--- src/rtl/dcache_if.sv ---
// CPU load/store port plus word-organised memory port of the data cache controller.
interface dcache_if;
    logic        read;
    logic        write;
    logic [7:0]  address;
    logic [7:0]  writedata;
    logic [7:0]  readdata;
    logic        busywait;
    logic        mem_read;
    logic        mem_write;
    logic [5:0]  mem_address;
    logic [31:0] mem_writedata;
    logic [31:0] mem_readdata;
    logic        mem_busywait;

    // Cache controller side: serves the CPU, masters the memory.
    modport slave (
        input  read, write, address, writedata, mem_readdata, mem_busywait,
        output readdata, busywait, mem_read, mem_write, mem_address, mem_writedata
    );

    // Environment side: CPU requester and memory responder.
    modport master (
        output read, write, address, writedata, mem_readdata, mem_busywait,
        input  readdata, busywait, mem_read, mem_write, mem_address, mem_writedata
    );
endinterface

--- src/rtl/dcache_ctrl.sv ---
// Direct-mapped, write-back, write-allocate data cache controller (8 lines x 4 bytes).
// Optional hit/miss statistics counters are enabled by defining DCACHE_STATS_EN.
module dcache_ctrl #(
    parameter int unsigned LINES = 8,
    parameter int unsigned TAG_W = 3
) (
    input  logic        clk,
    input  logic        rst_n,
    dcache_if.slave     bus
`ifdef DCACHE_STATS_EN
    ,
    output logic [15:0] hit_count,
    output logic [15:0] miss_count
`endif
);

    localparam int unsigned IDX_W = $clog2(LINES);
    localparam int unsigned OFF_W = 2;
    localparam int unsigned BLK_W = 32;

    typedef enum logic [1:0] {IDLE, WRITEBACK, FETCH, UPDATE} state_t;

    state_t             state_q, state_d;
    logic [BLK_W-1:0]   data_q [LINES];
    logic [TAG_W-1:0]   tag_q  [LINES];
    logic [LINES-1:0]   valid_q;
    logic [LINES-1:0]   dirty_q;
    logic [BLK_W-1:0]   fill_q;

    logic [IDX_W-1:0]   idx;
    logic [TAG_W-1:0]   tag;
    logic [OFF_W-1:0]   off;
    logic               hit;
    logic               req;
    logic               wr_hit;

    assign idx    = bus.address[OFF_W +: IDX_W];
    assign tag    = bus.address[OFF_W+IDX_W +: TAG_W];
    assign off    = bus.address[OFF_W-1:0];
    assign hit    = valid_q[idx] && (tag_q[idx] == tag);
    assign req    = bus.read || bus.write;
    assign wr_hit = (state_q == IDLE) && bus.write && hit;

    // Stall and load data are combinational so hits complete with zero wait.
    assign bus.busywait = rst_n && req && !((state_q == IDLE) && hit);
    assign bus.readdata = hit ? data_q[idx][{off, 3'b000} +: 8] : 8'h00;

    always_ff @(posedge clk or negedge rst_n) begin
        if (!rst_n) begin
            state_q <= IDLE;
        end else begin
            state_q <= state_d;
        end
    end

    // Next state and memory strobes; strobes decode from state so reset drops them at once.
    always_comb begin
        state_d           = state_q;
        bus.mem_read      = 1'b0;
        bus.mem_write     = 1'b0;
        bus.mem_address   = 6'h00;
        bus.mem_writedata = 32'h0;
        case (state_q)
            IDLE: begin
                if (req && !hit) begin
                    state_d = dirty_q[idx] ? WRITEBACK : FETCH;
                end
            end
            WRITEBACK: begin
                bus.mem_write     = 1'b1;
                bus.mem_address   = {tag_q[idx], idx};
                bus.mem_writedata = data_q[idx];
                if (!bus.mem_busywait) begin
                    state_d = FETCH;
                end
            end
            FETCH: begin
                bus.mem_read    = 1'b1;
                bus.mem_address = {tag, idx};
                if (!bus.mem_busywait) begin
                    state_d = UPDATE;
                end
            end
            UPDATE: begin
                state_d = IDLE;
            end
            default: state_d = IDLE;
        endcase
    end

    // Data/tag arrays and the fill buffer are intentionally left unreset.
    always_ff @(posedge clk) begin
        if ((state_q == FETCH) && !bus.mem_busywait) begin
            fill_q <= bus.mem_readdata;
        end
        if (state_q == UPDATE) begin
            data_q[idx] <= fill_q;
            tag_q[idx]  <= tag;
        end else if (wr_hit) begin
            data_q[idx][{off, 3'b000} +: 8] <= bus.writedata;
        end
    end

    always_ff @(posedge clk or negedge rst_n) begin
        if (!rst_n) begin
            valid_q <= '0;
            dirty_q <= '0;
        end else if (state_q == UPDATE) begin
            valid_q[idx] <= 1'b1;
            dirty_q[idx] <= 1'b0;
        end else if (wr_hit) begin
            dirty_q[idx] <= 1'b1;
        end
    end

`ifdef DCACHE_STATS_EN
    logic [15:0] hit_cnt_q;
    logic [15:0] miss_cnt_q;

    // Saturating counters: hits per serving IDLE cycle, misses per IDLE exit.
    always_ff @(posedge clk or negedge rst_n) begin
        if (!rst_n) begin
            hit_cnt_q  <= 16'h0000;
            miss_cnt_q <= 16'h0000;
        end else if ((state_q == IDLE) && req) begin
            if (hit && (hit_cnt_q != 16'hFFFF)) begin
                hit_cnt_q <= hit_cnt_q + 16'd1;
            end
            if (!hit && (miss_cnt_q != 16'hFFFF)) begin
                miss_cnt_q <= miss_cnt_q + 16'd1;
            end
        end
    end

    assign hit_count  = hit_cnt_q;
    assign miss_count = miss_cnt_q;
`endif

endmodule

--- src/flat_wrapper.sv ---
// flat-port wrapper written by rule: the top's interface ports become plain ports
module dcache_ctrl_flat 
#(
    parameter int unsigned LINES = 8,
    parameter int unsigned TAG_W = 3
)
  (clk, rst_n, bus_read, bus_write, bus_address, bus_writedata, bus_mem_readdata, bus_mem_busywait, bus_readdata, bus_busywait, bus_mem_read, bus_mem_write, bus_mem_address, bus_mem_writedata);
  dcache_if bus_i ();
  input  logic clk;
  input  logic rst_n;
  input wire logic [$bits(bus_i.read)-1:0] bus_read;
  input wire logic [$bits(bus_i.write)-1:0] bus_write;
  input wire logic [$bits(bus_i.address)-1:0] bus_address;
  input wire logic [$bits(bus_i.writedata)-1:0] bus_writedata;
  input wire logic [$bits(bus_i.mem_readdata)-1:0] bus_mem_readdata;
  input wire logic [$bits(bus_i.mem_busywait)-1:0] bus_mem_busywait;
  output wire logic [$bits(bus_i.readdata)-1:0] bus_readdata;
  output wire logic [$bits(bus_i.busywait)-1:0] bus_busywait;
  output wire logic [$bits(bus_i.mem_read)-1:0] bus_mem_read;
  output wire logic [$bits(bus_i.mem_write)-1:0] bus_mem_write;
  output wire logic [$bits(bus_i.mem_address)-1:0] bus_mem_address;
  output wire logic [$bits(bus_i.mem_writedata)-1:0] bus_mem_writedata;
  assign bus_i.read = bus_read;
  assign bus_i.write = bus_write;
  assign bus_i.address = bus_address;
  assign bus_i.writedata = bus_writedata;
  assign bus_i.mem_readdata = bus_mem_readdata;
  assign bus_i.mem_busywait = bus_mem_busywait;
  assign bus_readdata = bus_i.readdata;
  assign bus_busywait = bus_i.busywait;
  assign bus_mem_read = bus_i.mem_read;
  assign bus_mem_write = bus_i.mem_write;
  assign bus_mem_address = bus_i.mem_address;
  assign bus_mem_writedata = bus_i.mem_writedata;
  dcache_ctrl #(.LINES(LINES), .TAG_W(TAG_W)) u_core (.clk(clk), .rst_n(rst_n), .bus(bus_i));
endmodule
--- config.mk ---
export PLATFORM = sky130hd
export DESIGN_NAME = dcache_ctrl_flat
export DESIGN_NICKNAME = d
export VERILOG_FILES = /design/src/rtl/dcache_if.sv /design/src/rtl/dcache_ctrl.sv /design/src/flat_wrapper.sv
export SDC_FILE = /design/constraint.sdc
export NUM_CORES = 1
export LEC_CHECK = 0
export BUFFER_PORTS_ARGS = -buffer_cell sky130_fd_sc_hd__clkbuf_2
export CAP_MARGIN = 10
export CORE_MARGIN = 4
export CORE_UTILIZATION = 25
export DETAILED_ROUTE_END_ITERATION = 16
export PLACE_DENSITY = 0.36
export SETUP_SLACK_MARGIN = 0.05
export SYNTH_ARGS = -nofsm -noshare
export SYNTH_HDL_FRONTEND = slang
export SYNTH_SLANG_ARGS = --single-unit
--- constraint.sdc ---
create_clock -name clk -period 4.4 [get_ports clk]
set_input_delay 1.1 -clock clk [delete_from_list [all_inputs] [get_ports clk]]
set_output_delay 1.1 -clock clk [all_outputs]
set_load 0.02 [all_outputs]
==> out/metrics.yaml, run 1 <==
timing:
  final-setup-viol-count: 0
  fin_crit_ns: 4.35
  period_share_pct: 98.9
  max_freq_ghz: 0.230
  fin_worst_skew_ns: 0.0221
  max-slew-margin-rel_pct: 36.1
  rsz0062_at_grt: "true"
  tightest_slew_ns: 0.959
  slew_viol_final: 0
  hold_viol_final: 0
  fin_setup_tns_ns: 0
setup_path:
  path_class: "input port to primary output"
  path_cells: "buf_6 > and2_2 > buf_4 > a211oi_1 > o21ai_1 > buf_4 > mux4_2 > and2_1 > clkbuf_2"
  cp.arrival_ns: 3.25
  path_common_cell: "buf_4"
  r2r_start: "u_core.tag_q[1][1]$_DFFE_PP_"
  cp_top_family: "buffers and inverters"
  slowest_delay_ns: 0.53
  path_buf_inv: 4
  cpMaxStageDelayCell: "mux4_2"
  crit_start: "bus_address[4]"
  critPathLaunchType: "input port"
  endpoint_kind: "primary output"
  cp_max_fo: 21
  required_ns: 3.30
die:
  core_area_sq_mm: 0.0556
  core.rowCount: 86
  initial_core_util_pct: 25.4
  die_area_sq_mm: 0.0605
  dieWidth_um: 246
  die_height_um: 246
  io_pins: 102
synthesis:
  syn_nets: 961
  synth_enable_flop_cells: 312
  synthFlopType: "edfxtp_1"
  ys_warn_count: 0
  syn_inst: 899
  ys_types: 51
  syn_area_per_cell_sq_um: 15.7
  synthesis.area_sq_mm: 0.0142
  async_reset_ff_share_pct: 5.45
  ys_seq_elements: 330
  ys_seq_area_share_pct: 69.4
grt:
  grt_pass1_vias: 9362
  grt_overflow: 0
  antenna_found_initial: 1
  grt_usage_pct: 16.0
  grt_max_degree: 27
  use_met1_pct: 22.8
  grtUsageMet2_pct: 24.8
  grtUsageMet3_pct: 3.30
  grt.busiest_layer: "met2"
  grt_pass1_wl_um: 69100
power:
  irDropWorstVdd_mv: 0.239
  p_leak_nw: 6.64
  powerDensity_mw_per_mm2: 485
route:
  drc: 0
  wl_per_cell_um: 24.9
  drt_iter0_drc: 618
  drt_first_pass_iters: 5
  drt-total-wl_um: 48800
  vias: 8873
  via_per_inst: 4.53
  ant_nets: 0
clocking:
  clockRootBuffer: "clkbuf_16"
  cts_num_sinks: 330
  h-tree-depth: 2
  cts_tree: "done"
  cts_max_path_buffers: 3
  path_clk_slew_ns: 0.05
  clk_latency_ns: 0.56
  numCtsBuffers: 40
hold_path:
  worstHoldPathType: "flop to flop"
  hold_path.startpoint: "u_core.valid_q[4]$_DFFE_PN0P_"
finish:
  final_nets: 1241
  area_growth_syn_to_layout_pct: 28.9
  antenna_cells: 0
  drive_gt1_share_pct: 35.0
  finalInstanceArea_sq_mm: 0.0183
  fin_cells: 1957
flow_run:
  drv_cap: 0
place:
  dp_cells: 1880
  gp_congestion: 0.836
  port_buffers: 101
  place_area_sq_mm: 0.0168
  dpl.hpwl_um: 35600
status:
  status: "complete, no violations"
[final cells by class]
cell class | count | area [sq um]
Sequential cell | 330 | 9820
Clock inverter | 22 | 231
Multi-Input combinational cell | 481 | 3960
Fill cell | 5526 | 37400
Timing Repair Buffer | 286 | 2070
Clock buffer | 50 | 1080
Inverter | 40 | 154
Tap cell | 748 | 936
[final timing paths]
path | to | slack, ns | cells after the start
worst max-delay path | bus_readdata[3] | 0.05 | 9
min in group asynchronous | async pin | 0.53 | 2
worst min register to register | u_core.valid_q[4]$_DFFE_PN0P_ | 0.46 | 1
max in group asynchronous | u_core.valid_q[4]$_DFFE_PN0P_ | 3.64 | 2
worst min-delay path | u_core.valid_q[4]$_DFFE_PN0P_ | 0.46 | 1
worst max register to register | u_core.data_q[7][3]$_DFFE_PP_ | 1.44 | 7
[metal layers]
metal / share of wire (%) / up-vias / routed length, um
met4: 1.9 / 2 / 949
met2: 45 / 241 / 21800
met1: 48 / 4541 / 23500
li1: - / 4037 / -
met5: 0.29 / - / 140
met3: 5.0 / 52 / 2450
[through the flow]
step                util, %  power, W  hold slack (ns)  setup slack (ns)
global placement       30.2   0.00559            0.453            -0.282
CTS                    32.6   0.00894            0.462            0.0619
global route           32.8   0.00923            0.483           -0.0201
floorplan                 -   0.00477            0.434             0.368
finish                 32.8   0.00885            0.459            0.0470
detailed placement     30.2   0.00559            0.448            -0.191
[layout by cell type (no fill, tap or decap), types with 13 or more instances in the layout]
master / count
clkbuf_16: 43
clkbuf_2: 98
inv_1: 37
a22oi_1: 22
a21oi_1: 13
buf_4: 173
edfxtp_1: 312
dfrtp_1: 18
o22ai_1: 15
mux4_2: 38
nor2_1: 63
nand2_1: 51
and2_1: 22
nor2b_1: 34
mux2i_1: 77
[synth_stat cells (6+ instances only)]
cell type	instances	area [sq um]
o21ai_0	8	40.0
inv_1	38	143
a21oi_1	15	75.1
or2_2	9	56.3
and3_1	6	37.5
mux4_2	38	856
nor2b_1	39	244
buf_4	11	82.6
o22ai_1	15	93.8
edfxtp_1	312	9370
nand2b_1	8	50.1
clkbuf_1	12	45.0
mux2_2	12	135
a41oi_1	9	78.8
a221oi_1	14	123
mux2i_1	78	781
buf_2	17	85.1
a22oi_1	23	173
and2_1	23	144
buf_6	8	90.1
nor2_1	65	244
dfrtp_1	18	450
nand2_1	51	191
ha_1	9	113
[registers in the layout, summed over array words and instances, names as in the netlist, named ones only]
name,count
u_core.valid_q,8
u_core.fill_q,32
u_core.state_q,2
u_core.data_q,256
u_core.tag_q,24
[power by group]
part / leakage, nW / internal (W) / switching, W
clock: 0.637 / 0.00203 / 0.00129
sequential: 3.04 / 0.00378 / 0.0000734
combinational: 2.96 / 0.000630 / 0.00106
total: 6.64 / 0.00643 / 0.00242
[logic make-up after synthesis]
family                     Yosys count  share of synthesized area [%]
buffers and inverters               88                           3.20
AOI/OAI and AO/OA                  117                           6.03
DFF                                330                           69.4
muxes                              128                           12.5
adders and majority gates            9                          0.795
and+or+nand+nor                    227                           8.10
[repair_timing]
item,in CTS,in global routing
hold buffers,0,0
buffers inserted,0,3
endpoints found under the setup margin,8,7
resized for setup,14,10
pin swaps,1,0
cloned,0,1
(Power assumes the default switching activity.)
==> inputs of run 2 (changes only) <==
REMOVE_ABC_BUFFERS = 1   (was default)
==> run 2 against run 1 <==
Net effect: non-clock buffer count shrank 11; highest routed layer is now met4; hold slack gained 0.012 ns; total power shrank 1.1%; critical endpoint is now bus_busywait.
==> out/metrics.yaml, run 2 (same netlist as run 1, synthesis figures left out) <==
status:
  status: "complete, no violations"
finish:
  layout_common_cells: "edfxtp_1 (312), buf_4 (162), clkbuf_2 (96)"
  seq_area_sq_mm: 0.00982
  area_growth_syn_to_layout_pct: 28.2
  multi_input_area_sq_mm: 0.00398
  mostFrequentLayoutCell: "edfxtp_1"
  final_core_util_pct: 32.6
  fillers: 5547
  drive_gt1_share_pct: 34.9
  largest_reg_flops: 256
  final_nets: 1232
  antenna_cells: 0
  largestRegisters: "u_core.data_q x256, u_core.fill_q x32, u_core.tag_q x24"
  max_flop_register: "u_core.data_q"
  fin_cells: 1944
timing:
  whs_ns: 0.470
  final-setup-viol-count: 0
  slew_viol_final: 0
  fin_crit_ns: 4.33
  fin_worst_skew_ns: 0.0100
  period_share_pct: 98.4
  max_freq_ghz: 0.231
  fin_setup_tns_ns: 0
  hold_viol_final: 0
  tightest_slew_ns: 0.926
  rsz0062_at_grt: "true"
  max-slew-margin-rel_pct: 38.3
  finalWorstSetupSlack_ns: 0.0724
setup_path:
  cp.arrival_ns: 3.23
  crit_cells: 10
  crit_start: "bus_address[2]"
  path_class: "input port to primary output"
  cpMaxStageDelayCell: "mux2i_1"
  path_cells: "buf_6 > mux2i_1 > o22ai_1 > or3_1 > a211oi_2 > buf_4 > and2_2 > buf_4 > a21oi_1 > clkbuf_2"
  required_ns: 3.30
  path_buf_inv: 4
  critPathLaunchType: "input port"
  slowest_delay_ns: 0.35
  reg2reg_depth: 8
  path_common_cell: "buf_4"
  cp_top_family: "buffers and inverters"
  r2r_start: "u_core.tag_q[1][1]$_DFFE_PP_"
  cp_max_fo: 13
  endpoint_kind: "primary output"
clocking:
  clk_latency_ns: 0.56
  cts_tree: "done"
  postCtsHoldBufs: 0
  numCtsBuffers: 42
  cts_num_sinks: 330
  cts_max_path_buffers: 3
  h-tree-depth: 2
  path_clk_slew_ns: 0.06
  clockRootBuffer: "clkbuf_16"
route:
  top_layer: "met4"
  drc: 0
  drt-total-wl_um: 47600
  wl_per_cell_um: 24.5
  wl_met2_um: 21700
  ant_nets: 0
  vias: 8857
  met3_wirelength_um: 2170
  drt_iter0_drc: 678
  via_per_inst: 4.56
  drt-met1-wl_um: 22800
  drt_first_pass_iters: 5
die:
  io_pins: 102
  die_area_sq_mm: 0.0605
  core_area_sq_mm: 0.0556
  die_height_um: 246
  core.rowCount: 86
  initial_core_util_pct: 25.4
  dieWidth_um: 246
power:
  p_sw_share_pct: 27.6
  seq_power_share_pct: 44.0
  powerDensity_mw_per_mm2: 482
  irDropWorstVdd_mv: 0.211
  comb_power_share_pct: 18.7
  p_leak_nw: 6.57
  p_int_w: 0.00633
  clkPwrFrac_pct: 37.3
  p_switching_w: 0.00242
place:
  dp_worst_setup_slack_ns: -0.188
  dpl.hpwl_um: 33500
  dp_cells: 1867
  gp_congestion: 0.786
  port_buffers: 101
hold_path:
  worstHoldPathType: "flop to flop"
  hold_path.startpoint: "u_core.valid_q[3]$_DFFE_PN0P_"
  hold_depth: 1
grt:
  grt_pass1_wl_um: 67900
  grt_max_degree: 25
  grt_usage_pct: 15.7
  antenna_found_initial: 2
  grt_pass1_vias: 9252
  grt_overflow: 0
flow_run:
  drv_cap: 0
[run 2: cell count changes in the layout (fill, tap and decap cells not counted), sizes merged]
cell / before / now
buf: 186 / 178
clkbuf: 150 / 147
bufinv: 5 / 3
[run 2: worst register-to-register path: cells and delay by family, from the launching register on]
family,cells,cell delay (ns)
AO/OA/AOI/OAI,2,0.40
AND/OR/NAND/NOR,2,0.82
buffers and inverters,2,0.32
flip-flops,1,0.35
multiplexers,2,0.92
[run 2: final timing paths]
path | slack (ns) | to
min in group asynchronous | 0.50 | u_core.state_q[1]$_DFFE_PN0P_
min | 0.47 | u_core.valid_q[3]$_DFFE_PN0P_
max | 0.07 | bus_busywait
max reg2reg | 1.29 | u_core.data_q[3][1]$_DFFE_PP_
min reg2reg | 0.47 | u_core.valid_q[3]$_DFFE_PN0P_
max in group asynchronous | 3.55 | async pin
[run 2: power by group through the flow]
stage	combinational, W	sequential, W	clock (W)
2_1_floorplan	0.000818	0.00389	0
5_1_grt	0.00179	0.00387	0.00349
6_report	0.00164	0.00385	0.00326
4_1_cts	0.00166	0.00385	0.00335
3_5_place_dp	0.00164	0.00391	0
3_3_place_gp	0.00165	0.00391	0
[run 2: timing repair]
item / CTS / global route
cloned: 0 / 1
setup endpoints to repair: 9 / 8
gates resized for setup: 19 / 15
pin swaps: 0 / 1
buffers inserted: 0 / 6
[run 2: through the flow]
stage | power [W] | cell area (sq um)
6_report | 0.00875 | 18100
5_1_grt | 0.00915 | 18100
4_1_cts | 0.00886 | 18000
2_1_floorplan | 0.00471 | 13900
3_5_place_dp | 0.00556 | 16700
3_3_place_gp | 0.00556 | 16700
[run 2: cell type report]
class | instances | area share (%)
Clock buffer | 50 | 6.08
Clock inverter | 20 | 0.979
Inverter | 40 | 0.828
Multi-Input combinational cell | 481 | 21.9
Sequential cell | 330 | 54.1
Tap cell | 748 | 5.16
Timing Repair Buffer | 275 | 10.9
[run 2: routing by layer]
metal / vias up / global-route usage, %
met1: 4584 / 22.8
met4: 0 / 4.09
met3: 53 / 2.57
met2: 214 / 24.5
met5: - / 0
li1: 4006 / -
